File: src/rtl/alu_arbiter.sv
// Round-robin arbiter that time-shares one Hack-style ALU between N_REQ requesters
// and returns each result on a single ID-tagged response channel.
module alu_arbiter #(
    parameter int N_REQ = 4,
    parameter int WIDTH = 16,
    parameter int ID_W  = 2
) (
    input  logic                     clk,
    input  logic                     rst_n,
    input  logic [N_REQ-1:0]         req_valid,
    output logic [N_REQ-1:0]         req_ready,
    input  logic [N_REQ*WIDTH-1:0]   req_x,
    input  logic [N_REQ*WIDTH-1:0]   req_y,
    input  logic [N_REQ*6-1:0]       req_op,
    output logic                     resp_valid,
    input  logic                     resp_ready,
    output logic [ID_W-1:0]          resp_id,
    output logic [WIDTH-1:0]         resp_out,
    output logic                     resp_zr,
    output logic                     resp_ng
);

    localparam logic [1:0] IDLE = 2'd0;
    localparam logic [1:0] EXEC = 2'd1;
    localparam logic [1:0] RESP = 2'd2;

    logic [1:0]       r_state;
    logic [ID_W-1:0]  r_last_grant;
    logic [ID_W-1:0]  r_gid;
    logic [ID_W-1:0]  r_id;
    logic [WIDTH-1:0] r_x;
    logic [WIDTH-1:0] r_y;
    logic [5:0]       r_op;
    logic [WIDTH-1:0] r_out;
    logic             r_zr;
    logic             r_ng;

    logic [WIDTH-1:0] w_x [N_REQ];
    logic [WIDTH-1:0] w_y [N_REQ];
    logic [5:0]       w_op [N_REQ];
    logic             w_found;
    logic [ID_W-1:0]  w_grant;
    logic [ID_W:0]    w_idx;
    logic [ID_W-1:0]  w_sel;
    logic [WIDTH-1:0] w_x1, w_x2, w_y1, w_y2, w_o1, w_alu;

    generate
        for (genvar gi = 0; gi < N_REQ; gi++) begin : g_req
            assign w_x[gi]  = req_x[gi*WIDTH +: WIDTH];
            assign w_y[gi]  = req_y[gi*WIDTH +: WIDTH];
            assign w_op[gi] = req_op[gi*6 +: 6];
            // Gated by rst_n so no requester sees ready while reset is held.
            assign req_ready[gi] = rst_n && (r_state == IDLE) && w_found
                                   && (w_grant == ID_W'(gi));
        end
    endgenerate

    // Scan from the requester after the last winner, wrapping modulo N_REQ.
    always_comb begin
        w_found = 1'b0;
        w_grant = '0;
        w_idx   = '0;
        w_sel   = '0;
        for (int k = 1; k <= N_REQ; k++) begin
            w_idx = {1'b0, r_last_grant} + (ID_W+1)'(k);
            if (w_idx >= (ID_W+1)'(N_REQ)) begin
                w_idx = w_idx - (ID_W+1)'(N_REQ);
            end
            w_sel = w_idx[ID_W-1:0];
            if (!w_found && req_valid[w_sel]) begin
                w_found = 1'b1;
                w_grant = w_sel;
            end
        end
    end

    // Control word bits: [5]=zx [4]=nx [3]=zy [2]=ny [1]=f [0]=no.
    always_comb begin
        w_x1  = r_op[5] ? '0 : r_x;
        w_x2  = r_op[4] ? ~w_x1 : w_x1;
        w_y1  = r_op[3] ? '0 : r_y;
        w_y2  = r_op[2] ? ~w_y1 : w_y1;
        w_o1  = r_op[1] ? (w_x2 + w_y2) : (w_x2 & w_y2);
        w_alu = r_op[0] ? ~w_o1 : w_o1;
    end

    always_ff @(posedge clk or negedge rst_n) begin
        if (!rst_n) begin
            r_state      <= IDLE;
            r_last_grant <= ID_W'(N_REQ-1);
            r_gid        <= '0;
            r_id         <= '0;
            r_x          <= '0;
            r_y          <= '0;
            r_op         <= '0;
            r_out        <= '0;
            r_zr         <= 1'b0;
            r_ng         <= 1'b0;
        end else begin
            case (r_state)
                IDLE: begin
                    if (w_found) begin
                        r_x          <= w_x[w_grant];
                        r_y          <= w_y[w_grant];
                        r_op         <= w_op[w_grant];
                        r_gid        <= w_grant;
                        r_last_grant <= w_grant;
                        r_state      <= EXEC;
                    end
                end
                EXEC: begin
                    r_out   <= w_alu;
                    r_zr    <= (w_alu == '0);
                    r_ng    <= w_alu[WIDTH-1];
                    r_id    <= r_gid;
                    r_state <= RESP;
                end
                RESP: begin
                    if (resp_ready) begin
                        r_state <= IDLE;
                    end
                end
                default: r_state <= IDLE;
            endcase
        end
    end

    assign resp_valid = (r_state == RESP);
    assign resp_id    = r_id;
    assign resp_out   = r_out;
    assign resp_zr    = r_zr;
    assign resp_ng    = r_ng;

endmodule

File: config.mk
export PLATFORM = sky130hd
export DESIGN_NAME = alu_arbiter
export DESIGN_NICKNAME = d
export VERILOG_FILES = /design/src/rtl/alu_arbiter.sv
export SDC_FILE = /design/constraint.sdc
export NUM_CORES = 1
export LEC_CHECK = 0
export BUFFER_PORTS_ARGS = -buffer_cell sky130_fd_sc_hd__buf_4
export CAP_MARGIN = 5
export CORE_ASPECT_RATIO = 1.5
export CORE_MARGIN = 3
export CORE_UTILIZATION = 30
export CTS_BUF_LIST = sky130_fd_sc_hd__clkbuf_4 sky130_fd_sc_hd__clkbuf_8 sky130_fd_sc_hd__clkbuf_16
export DETAILED_ROUTE_END_ITERATION = 6
export SKIP_LAST_GASP = 1
export SYNTH_ARGS = -nofsm -noshare
export SYNTH_HDL_FRONTEND = slang
export SYNTH_SLANG_ARGS = --single-unit
File: constraint.sdc
create_clock -name clk -period 3.5 [get_ports clk]
set_input_delay 1.05 -clock clk [delete_from_list [all_inputs] [get_ports clk]]
set_output_delay 1.05 -clock clk [all_outputs]
set_load 0.01 [all_outputs]
==> results by group, run 1 <==
Global routing
  • Total gr overflow: 0
  • Total Routing Usage GR: 16.0%
  • Global-route wire length before repair: 26.1 mm
  • Antenna violations before repair: 0
  • Via count of the first global-routing pass: 5,463
  • Maximum number of pins on one net before global-route repair: 79

Synthesis
  • Share of synthesized cell area in and, or, nand and nor gates: 34.2%
  • Synthesized cell area: 5530 µm²
  • Synthesized-area fraction occupied by ao, oa, aoi and oai cells: 19.1%
  • Mean Syn Cell Area: 6.94 µm²
  • XOR/XNOR Fraction of Synth Area: 6.97%
  • Post-synth ARST share: 100%
  • Count of flip-flops with a built-in enable after synthesis: 0
  • Top flip-flop cell by instance count after synthesis: sky130_fd_sc_hd__dfrtp_1
  • Syn nets: 973
  • Adder and majority gate portion of the synthesized area: 3.98%
  • Fraction of post-synthesis cell area in the top cell type by area: 27.6%
  • Syn. warnings: 0
  • Portion of netlist area occupied by mux cells: 1.92%
  • Top cell type by total area after synthesis: sky130_fd_sc_hd__dfrtp_1
  • Sequential element share of the synthesized area: 28.6%
  • Post-synthesis instance total: 797
  • Combinational family with the most area after synthesis: simple AND/OR/NAND/NOR gates
  • Largest cells by area after synthesis: sky130_fd_sc_hd__dfrtp_1, sky130_fd_sc_hd__nand2_1, sky130_fd_sc_hd__o21ai_0
  • Synthesized flop and latch total: 63
  • Cell variety after synth: 71

Cells and area
  • Number of antenna diodes: 0
  • Net count, final: 1,129
  • Share of post-route cells with drive strength above 1: 26.3%
  • Growth of design area from synthesis to finish: 36.5%
  • Cell area after layout: 7550 µm²
  • Number of fillers in the final layout: 1,892

Setup path
  • Arrival time at the worst endpoint: 3.57 ns
  • Cell repeated most along the worst path: sky130_fd_sc_hd__mux2i_1
  • Startpoint type of the worst setup path: flop
  • Worst R2R Setup Slack: 0.20 ns
  • Critical path buffers and inverters: 1
  • Cell at the slowest stage of the critical path: sky130_fd_sc_hd__or4b_2
  • Critical Path End Type: flop
  • Family of cells with the greatest summed delay on the critical path: simple AND/OR/NAND/NOR gates
  • Crit-path cells: nand2b_1 > xnor2_1 > ha_1 > fa_2 > xor2_1 > mux2i_1 > or4b_2 > nor3_1 > mux2i_1 > nor4b_2 > buf_4 > nand4_1 > o21ai_1
  • Delay of the slowest critical-path stage: 0.61 ns
  • Critical path class: reg2reg
  • CP required: 3.77 ns
  • Maximum fanout along the worst path: 8

Run status
  • Run status: completed

Drt
  • Post-route ant nets: 0
  • First-pass iteration count of the detailed router: 4
  • Vias/cell: 4.89
  • Count of vias placed by the detailed router: 5,740
  • Iteration-0 DRC count of the detailed router: 215
  • Number of design rule violations left after detail routing: 0
  • Final Routed Wirelength: 16.0 mm
  • Wirelength per Cell: 13.6 µm

Place
  • Half-perimeter wire length after placement: 12.5 mm
  • IO Port Bufs: 183
  • Cell area after placement: 7170 µm²
  • Placer Congestion: 0.846

Die
  • Initial standard-cell utilization of the core: 30.7%
  • Die area: 20,100 µm²
  • Total I/O pin count: 184
  • Row count: 60
  • Vert. Die Dim: 172 µm
  • Area inside the core boundary: 18,000 µm²
  • Width of the die: 117 µm

CTS
  • Buffer depth of the longest clock path: 2
  • Clk sink count: 63
  • Clk Tree Root Cell: sky130_fd_sc_hd__clkbuf_16
  • Number of buffers created by CTS: 9
  • H-tree depth reported by CTS: 3
  • Hold buffer count at CTS: 0
  • Clock-pin transition on the worst setup and hold timing paths: 0.06 ns
  • CTS tree: yes
  • Clock Latency Late Sink: 0.34 ns

Job
  • # Max-Cap Violations: 0

Pwr
  • Design Power: 9.75 mW
  • Leakage dissipation: 3.43 nW
  • Highest ir drop seen on vdd: 426 µV
  • Cell Pwr Density: 1290 nW/µm²

STA
  • Final worst clock skew: 0.00791 ns
  • Worst hold slack across all endpoints: 0.475 ns
  • F_max: 0.303 GHz
  • Endpoints failing setup: 0
  • Minimum clock period: 3.30 ns
  • Tightest slew margin relative to the limit: 47.4%
  • Fin. max-slew vios: 0
  • Worst Tran Pin Value: 0.789 ns
  • Post-route fraction of the period consumed by the critical path: 94.4%
  • Final count of hold timing violations: 0

Worst hold path
  • Hold Path Class: reg2reg
layout make-up:
class	count	area, µm²	area share [%]
sequential	63	1580	20.9
multi-input combinational	659	3730	49.4
timing repair buffer	205	1560	20.7
clock inverter	6	108	1.43
tap	217	272	3.60
inverter	15	56.3	0.746
clock buffer	10	239	3.17
kinds of logic after synthesis:
| kind of cell | Yosys count |
|---|---|
| flip-flops | 63 |
| adder cells (fa/ha/maj) | 17 |
| buffers and inverters | 75 |
| multiplexers | 10 |
| XOR/XNOR | 44 |
| AND/OR/NAND/NOR | 415 |
| AO/OA/AOI/OAI | 173 |
path summary, 6_finish.rpt:
path / from / end / cells after the start
hold / removal: resp_out[8] / resp_out[8] / 2
setup / recovery: r_op[5] / resp_zr / 13
min in group asynchronous: rst_n / resp_id[0] / 2
setup reg to reg: r_op[5] / resp_zr / 13
hold reg to reg: resp_out[8] / resp_out[8] / 2
max in group asynchronous: rst_n / r_x[5] / 2
stage by stage:
step                      setup slack [ns]  cells  util, %  TNS (ns)
after floorplan                     0.0929    797        -         0
after global placement              0.0554   1159     39.8         0
after detailed placement          -0.00127   1159     39.8  -0.00127
after CTS                           0.0890   1175     41.7         0
after global routing              -0.00708   1175     41.9  -0.00708
final                                0.197   1175     41.9         0
sequential cells by signal, indices dropped and copies added (netlist names):
register      cells
r_y              16
r_last_grant      2
resp_zr           1
r_state           2
resp_out         16
r_op              6
resp_id           2
r_gid             2
r_x              16
cell usage in the layout, fill, tap and decap left out, drive strengths merged, types with 14 or more instances in the layout:
| cell type | n |
|---|---|
| buf | 205 |
| dfrtp | 61 |
| ha | 16 |
| inv | 14 |
| nand2 | 143 |
| nand2b | 38 |
| nand3 | 51 |
| nor2 | 127 |
| o21ai | 106 |
| xnor2 | 43 |
routing by layer:
metal	vias up	GRT usage, %	routed length (µm)
met5	-	0	0
met3	17	2.63	731
li1	3026	-	-
met2	141	27.8	8210
met1	2556	20.1	6780
met4	0	5.14	281
synthesized netlist by cell type, types with 6 or more instances:
library cell / instances
sky130_fd_sc_hd__nor2_1: 127
sky130_fd_sc_hd__o31ai_1: 6
sky130_fd_sc_hd__nand2b_1: 38
sky130_fd_sc_hd__o21ai_0: 102
sky130_fd_sc_hd__inv_1: 14
sky130_fd_sc_hd__nor2b_1: 7
sky130_fd_sc_hd__xnor2_1: 43
sky130_fd_sc_hd__a21oi_1: 11
sky130_fd_sc_hd__nand2_1: 143
sky130_fd_sc_hd__o211ai_1: 6
sky130_fd_sc_hd__nand3_1: 51
sky130_fd_sc_hd__a211oi_1: 7
sky130_fd_sc_hd__ha_1: 16
sky130_fd_sc_hd__dfrtp_1: 61
sky130_fd_sc_hd__clkbuf_1: 50
sky130_fd_sc_hd__nor3_1: 11
sky130_fd_sc_hd__or3_1: 6
where the power goes:
part           internal, mW  switching (mW)
sequential             1.12           0.292
clock                 0.712           0.329
combinational          3.15            4.14
worst min-delay path, delay by kind of cell, from the launching register on:
family             cells  cell delay [ns]
DFF                    1             0.34
AOI/OAI and AO/OA      1             0.05
and+or+nand+nor        1             0.05
repair_timing:
| item | in CTS | in global routing |
|---|---|---|
| pin swaps | 0 | 1 |
| setup buffers | 0 | 0 |
| resized for setup | 1 | 6 |
| setup endpoints to repair | 1 | 1 |
No activity file was read; power rests on OpenSTA's default activity.
==> inputs of run 2 (changes only) <==
--- a/config.mk
+++ b/config.mk
@@ -7,11 +7,14 @@
 export LEC_CHECK = 0
 export BUFFER_PORTS_ARGS = -buffer_cell sky130_fd_sc_hd__buf_4
 export CAP_MARGIN = 5
+export CELL_PAD_IN_SITES_DETAIL_PLACEMENT = 0
+export CELL_PAD_IN_SITES_GLOBAL_PLACEMENT = 1
 export CORE_ASPECT_RATIO = 1.5
 export CORE_MARGIN = 3
 export CORE_UTILIZATION = 30
 export CTS_BUF_LIST = sky130_fd_sc_hd__clkbuf_4 sky130_fd_sc_hd__clkbuf_8 sky130_fd_sc_hd__clkbuf_16
 export DETAILED_ROUTE_END_ITERATION = 6
+export PLACE_DENSITY_LB_ADDON = 0.1
 export SKIP_LAST_GASP = 1
 export SYNTH_ARGS = -nofsm -noshare
 export SYNTH_HDL_FRONTEND = slang
==> run 2 against run 1 <==
Count of clock-buffer cells in the layout is 3 higher. Utilization is 0.43 points lower. Wire length is 8.6% higher. Sequential cell count stayed put. Clock skew is 0.0028 ns lower. First-iteration DRC count is 23% higher. Non-clock buffer count is 1 lower. Setup slack better by 0.084 ns. Hold slack worse by 0.0035 ns. Critical endpoint is now req_ready[3]. Largest cell class unchanged. Largest power group unchanged.
==> results by group, run 2 (synthesis gave the netlist of run 1 again) <==
Run status
  • Run status: completed

CTS
  • Hold buffer count at CTS: 0 (unchanged)
  • Clock-pin transition on the worst setup and hold timing paths: 0.05 ns (about the same)
  • Post-CTS setup buffer count: 0 (unchanged)
  • Number of buffers created by CTS: 9 (unchanged)
  • H-tree depth reported by CTS: 3 (unchanged)
  • Clk Tree Root Cell: sky130_fd_sc_hd__clkbuf_16
  • Buffer depth of the longest clock path: 2 (unchanged)
  • Clk sink count: 63 (unchanged)
  • Post-cts resize count: 0 (-1)
  • Clock Latency Late Sink: 0.33 ns (about the same)
  • CTS tree: yes

Drt
  • Post-route ant nets: 0 (unchanged)
  • Vias/cell: 4.87 (-0.25%)
  • Iteration-0 DRC count of the detailed router: 264 (+23%)
  • Final Routed Wirelength: 17.4 mm (+8.6%)
  • First-pass iteration count of the detailed router: 4 (unchanged)
  • Count of vias placed by the detailed router: 5,721 (-0.33%)
  • Number of design rule violations left after detail routing: 0 (unchanged)
  • Wirelength per Cell: 14.8 µm (+8.7%)

Die
  • Area inside the core boundary: 18,000 µm² (unchanged)
  • Initial standard-cell utilization of the core: 30.7% (unchanged)
  • Width of the die: 117 µm (unchanged)
  • Vert. Die Dim: 172 µm (unchanged)
  • Total I/O pin count: 184 (unchanged)
  • Row count: 60 (unchanged)
  • Die area: 20,100 µm² (unchanged)

Worst hold path
  • Hold Path Class: reg2reg
  • Worst hold path startpoint: resp_out[8]

Global routing
  • Antenna violations before repair: 0 (unchanged)
  • Global-route wire length before repair: 27.9 mm (+6.8%)
  • Total gr overflow: 0 (unchanged)
  • Total Routing Usage GR: 17.2% (+1.2 points)
  • Maximum number of pins on one net before global-route repair: 79 (unchanged)
  • Via count of the first global-routing pass: 5,562 (+1.8%)

Setup path
  • Launch instance of the worst register-to-register path: r_op[3]
  • Delay of the slowest critical-path stage: 0.26 ns (-0.35 ns)
  • Arrival time at the worst endpoint: 2.17 ns (-1.40 ns)
  • Critical path class: in2out
  • CP required: 2.45 ns (-1.32 ns)
  • Family of cells with the greatest summed delay on the critical path: simple AND/OR/NAND/NOR gates
  • Crit-path cells: buf_4 > a21oi_1 > a31oi_1 > o21ai_0 > nor2b_4 > nand3_1 > nor2b_1 > buf_4
  • Cell repeated most along the worst path: sky130_fd_sc_hd__buf_4
  • Critical path buffers and inverters: 2 (+1)
  • Maximum fanout along the worst path: 4 (-4)
  • Critical Path End Type: output pin
  • Cell at the slowest stage of the critical path: sky130_fd_sc_hd__nor2b_4
  • Startpoint type of the worst setup path: input pin
  • Startpoint of the most critical setup path: req_valid[0]

Pwr
  • Leakage dissipation: 3.40 nW (-0.93%)
  • Design Power: 9.49 mW (-2.6%)
  • Cell Pwr Density: 1270 nW/µm² (-1.6%)
  • Highest ir drop seen on vdd: 483 µV (+13%)

STA
  • F_max: 0.311 GHz (+2.6%)
  • Unrepaired setup endpoints after global routing: no
  • Worst Tran Pin Value: 0.787 ns (-0.00188 ns)
  • Tightest slew margin relative to the limit: 47.5% (+0.13 points)
  • Endpoints failing setup: 0 (unchanged)
  • Accumulated negative setup slack: 0 ns (unchanged)
  • Fin. max-slew vios: 0 (unchanged)
  • Minimum clock period: 3.22 ns (-0.0835 ns)
  • Setup slack of the critical path after layout: 0.281 ns (+0.0835 ns)
  • Final worst clock skew: 0.00510 ns (-0.00281 ns)
  • Final count of hold timing violations: 0 (unchanged)
  • Worst hold slack across all endpoints: 0.472 ns (-0.00345 ns)
  • Post-route fraction of the period consumed by the critical path: 92.0% (-2.4 points)

Place
  • IO Port Bufs: 183 (unchanged)
  • Half-perimeter wire length after placement: 13.8 mm (+9.9%)
  • Post-placement setup slack: 0.0546 ns (+0.0559 ns)
  • Cell area after placement: 7170 µm² (about the same)
  • Placer Congestion: 0.764 (-9.7%)

Cells and area
  • Net count, final: 1,128 (-0.089%)
  • Growth of design area from synthesis to finish: 35.1%
  • Cell area after layout: 7470 µm² (-1.0%)
  • Number of antenna diodes: 0 (unchanged)
  • Most common library cell in the layout ignoring fill and taps: sky130_fd_sc_hd__buf_4
  • Number of fillers in the final layout: 1,953 (+3.2%)
  • Most used cells in the layout excluding fill and tap cells: sky130_fd_sc_hd__buf_4, sky130_fd_sc_hd__nand2_1, sky130_fd_sc_hd__nor2_1, sky130_fd_sc_hd__o21ai_0, sky130_fd_sc_hd__dfrtp_1
  • Share of post-route cells with drive strength above 1: 25.9% (-0.39 points)

Job
  • # Max-Cap Violations: 0 (unchanged)
-- run 2: layout make-up --
cell class | instances | area, µm² | share of cell area [%]
Inverter | 15 | 56.3 | 0.754
Timing Repair Buffer | 204 | 1570 | 21.0
Clock inverter | 3 | 17.5 | 0.234
Clock buffer | 13 | 268 | 3.58
Multi-Input combinational cell | 659 | 3710 | 49.6
Sequential cell | 63 | 1580 | 21.1
Tap cell | 217 | 272 | 3.63
-- run 2: routing by layer --
| metal | wire length [µm] | global-route usage (%) | vias up |
|---|---|---|---|
| li1 | - | - | 3031 |
| met5 | 0 | 0 | - |
| met1 | 7600 | 22.0 | 2533 |
| met3 | 842 | 3.64 | 14 |
| met2 | 8750 | 29.9 | 143 |
| met4 | 180 | 3.39 | 0 |
-- run 2: metrics by stage --
stage                     utilization (%)  std cells
final                                41.5       1174
after global routing                 41.5       1174
after CTS                            41.4       1174
after detailed placement             39.8       1158
after global placement               39.8       1158
after floorplan                         -        797
-- run 2: worst register-to-register path: stages, from the launching register on --
cell,delay (ns)
sky130_fd_sc_hd__dfrtp_2,0.44
sky130_fd_sc_hd__nand2b_1,0.17
sky130_fd_sc_hd__xnor2_1,0.13
sky130_fd_sc_hd__ha_1,0.21
sky130_fd_sc_hd__fa_2,0.37
sky130_fd_sc_hd__a211oi_1,0.37
sky130_fd_sc_hd__o21a_1,0.28
sky130_fd_sc_hd__o311ai_1,0.21
sky130_fd_sc_hd__o31a_1,0.29
sky130_fd_sc_hd__o311ai_1,0.30
sky130_fd_sc_hd__xnor2_1,0.20
sky130_fd_sc_hd__nand2_1,0.07
sky130_fd_sc_hd__o21ai_1,0.12
-- run 2: power by group --
part | switching, mW | internal [mW]
clock | 0.313 | 0.531
sequential | 0.258 | 1.13
combinational | 4.20 | 3.07
-- run 2: final timing paths --
kind	to	slack [ns]	depth (start not counted)
setup reg to reg	resp_zr	0.28	12
hold / removal	resp_out[8]	0.47	2
setup / recovery	req_ready[3]	0.28	8
max in group asynchronous	r_op[3]	2.00	2
min in group asynchronous	r_state[1]	0.94	2
hold reg to reg	resp_out[8]	0.47	2
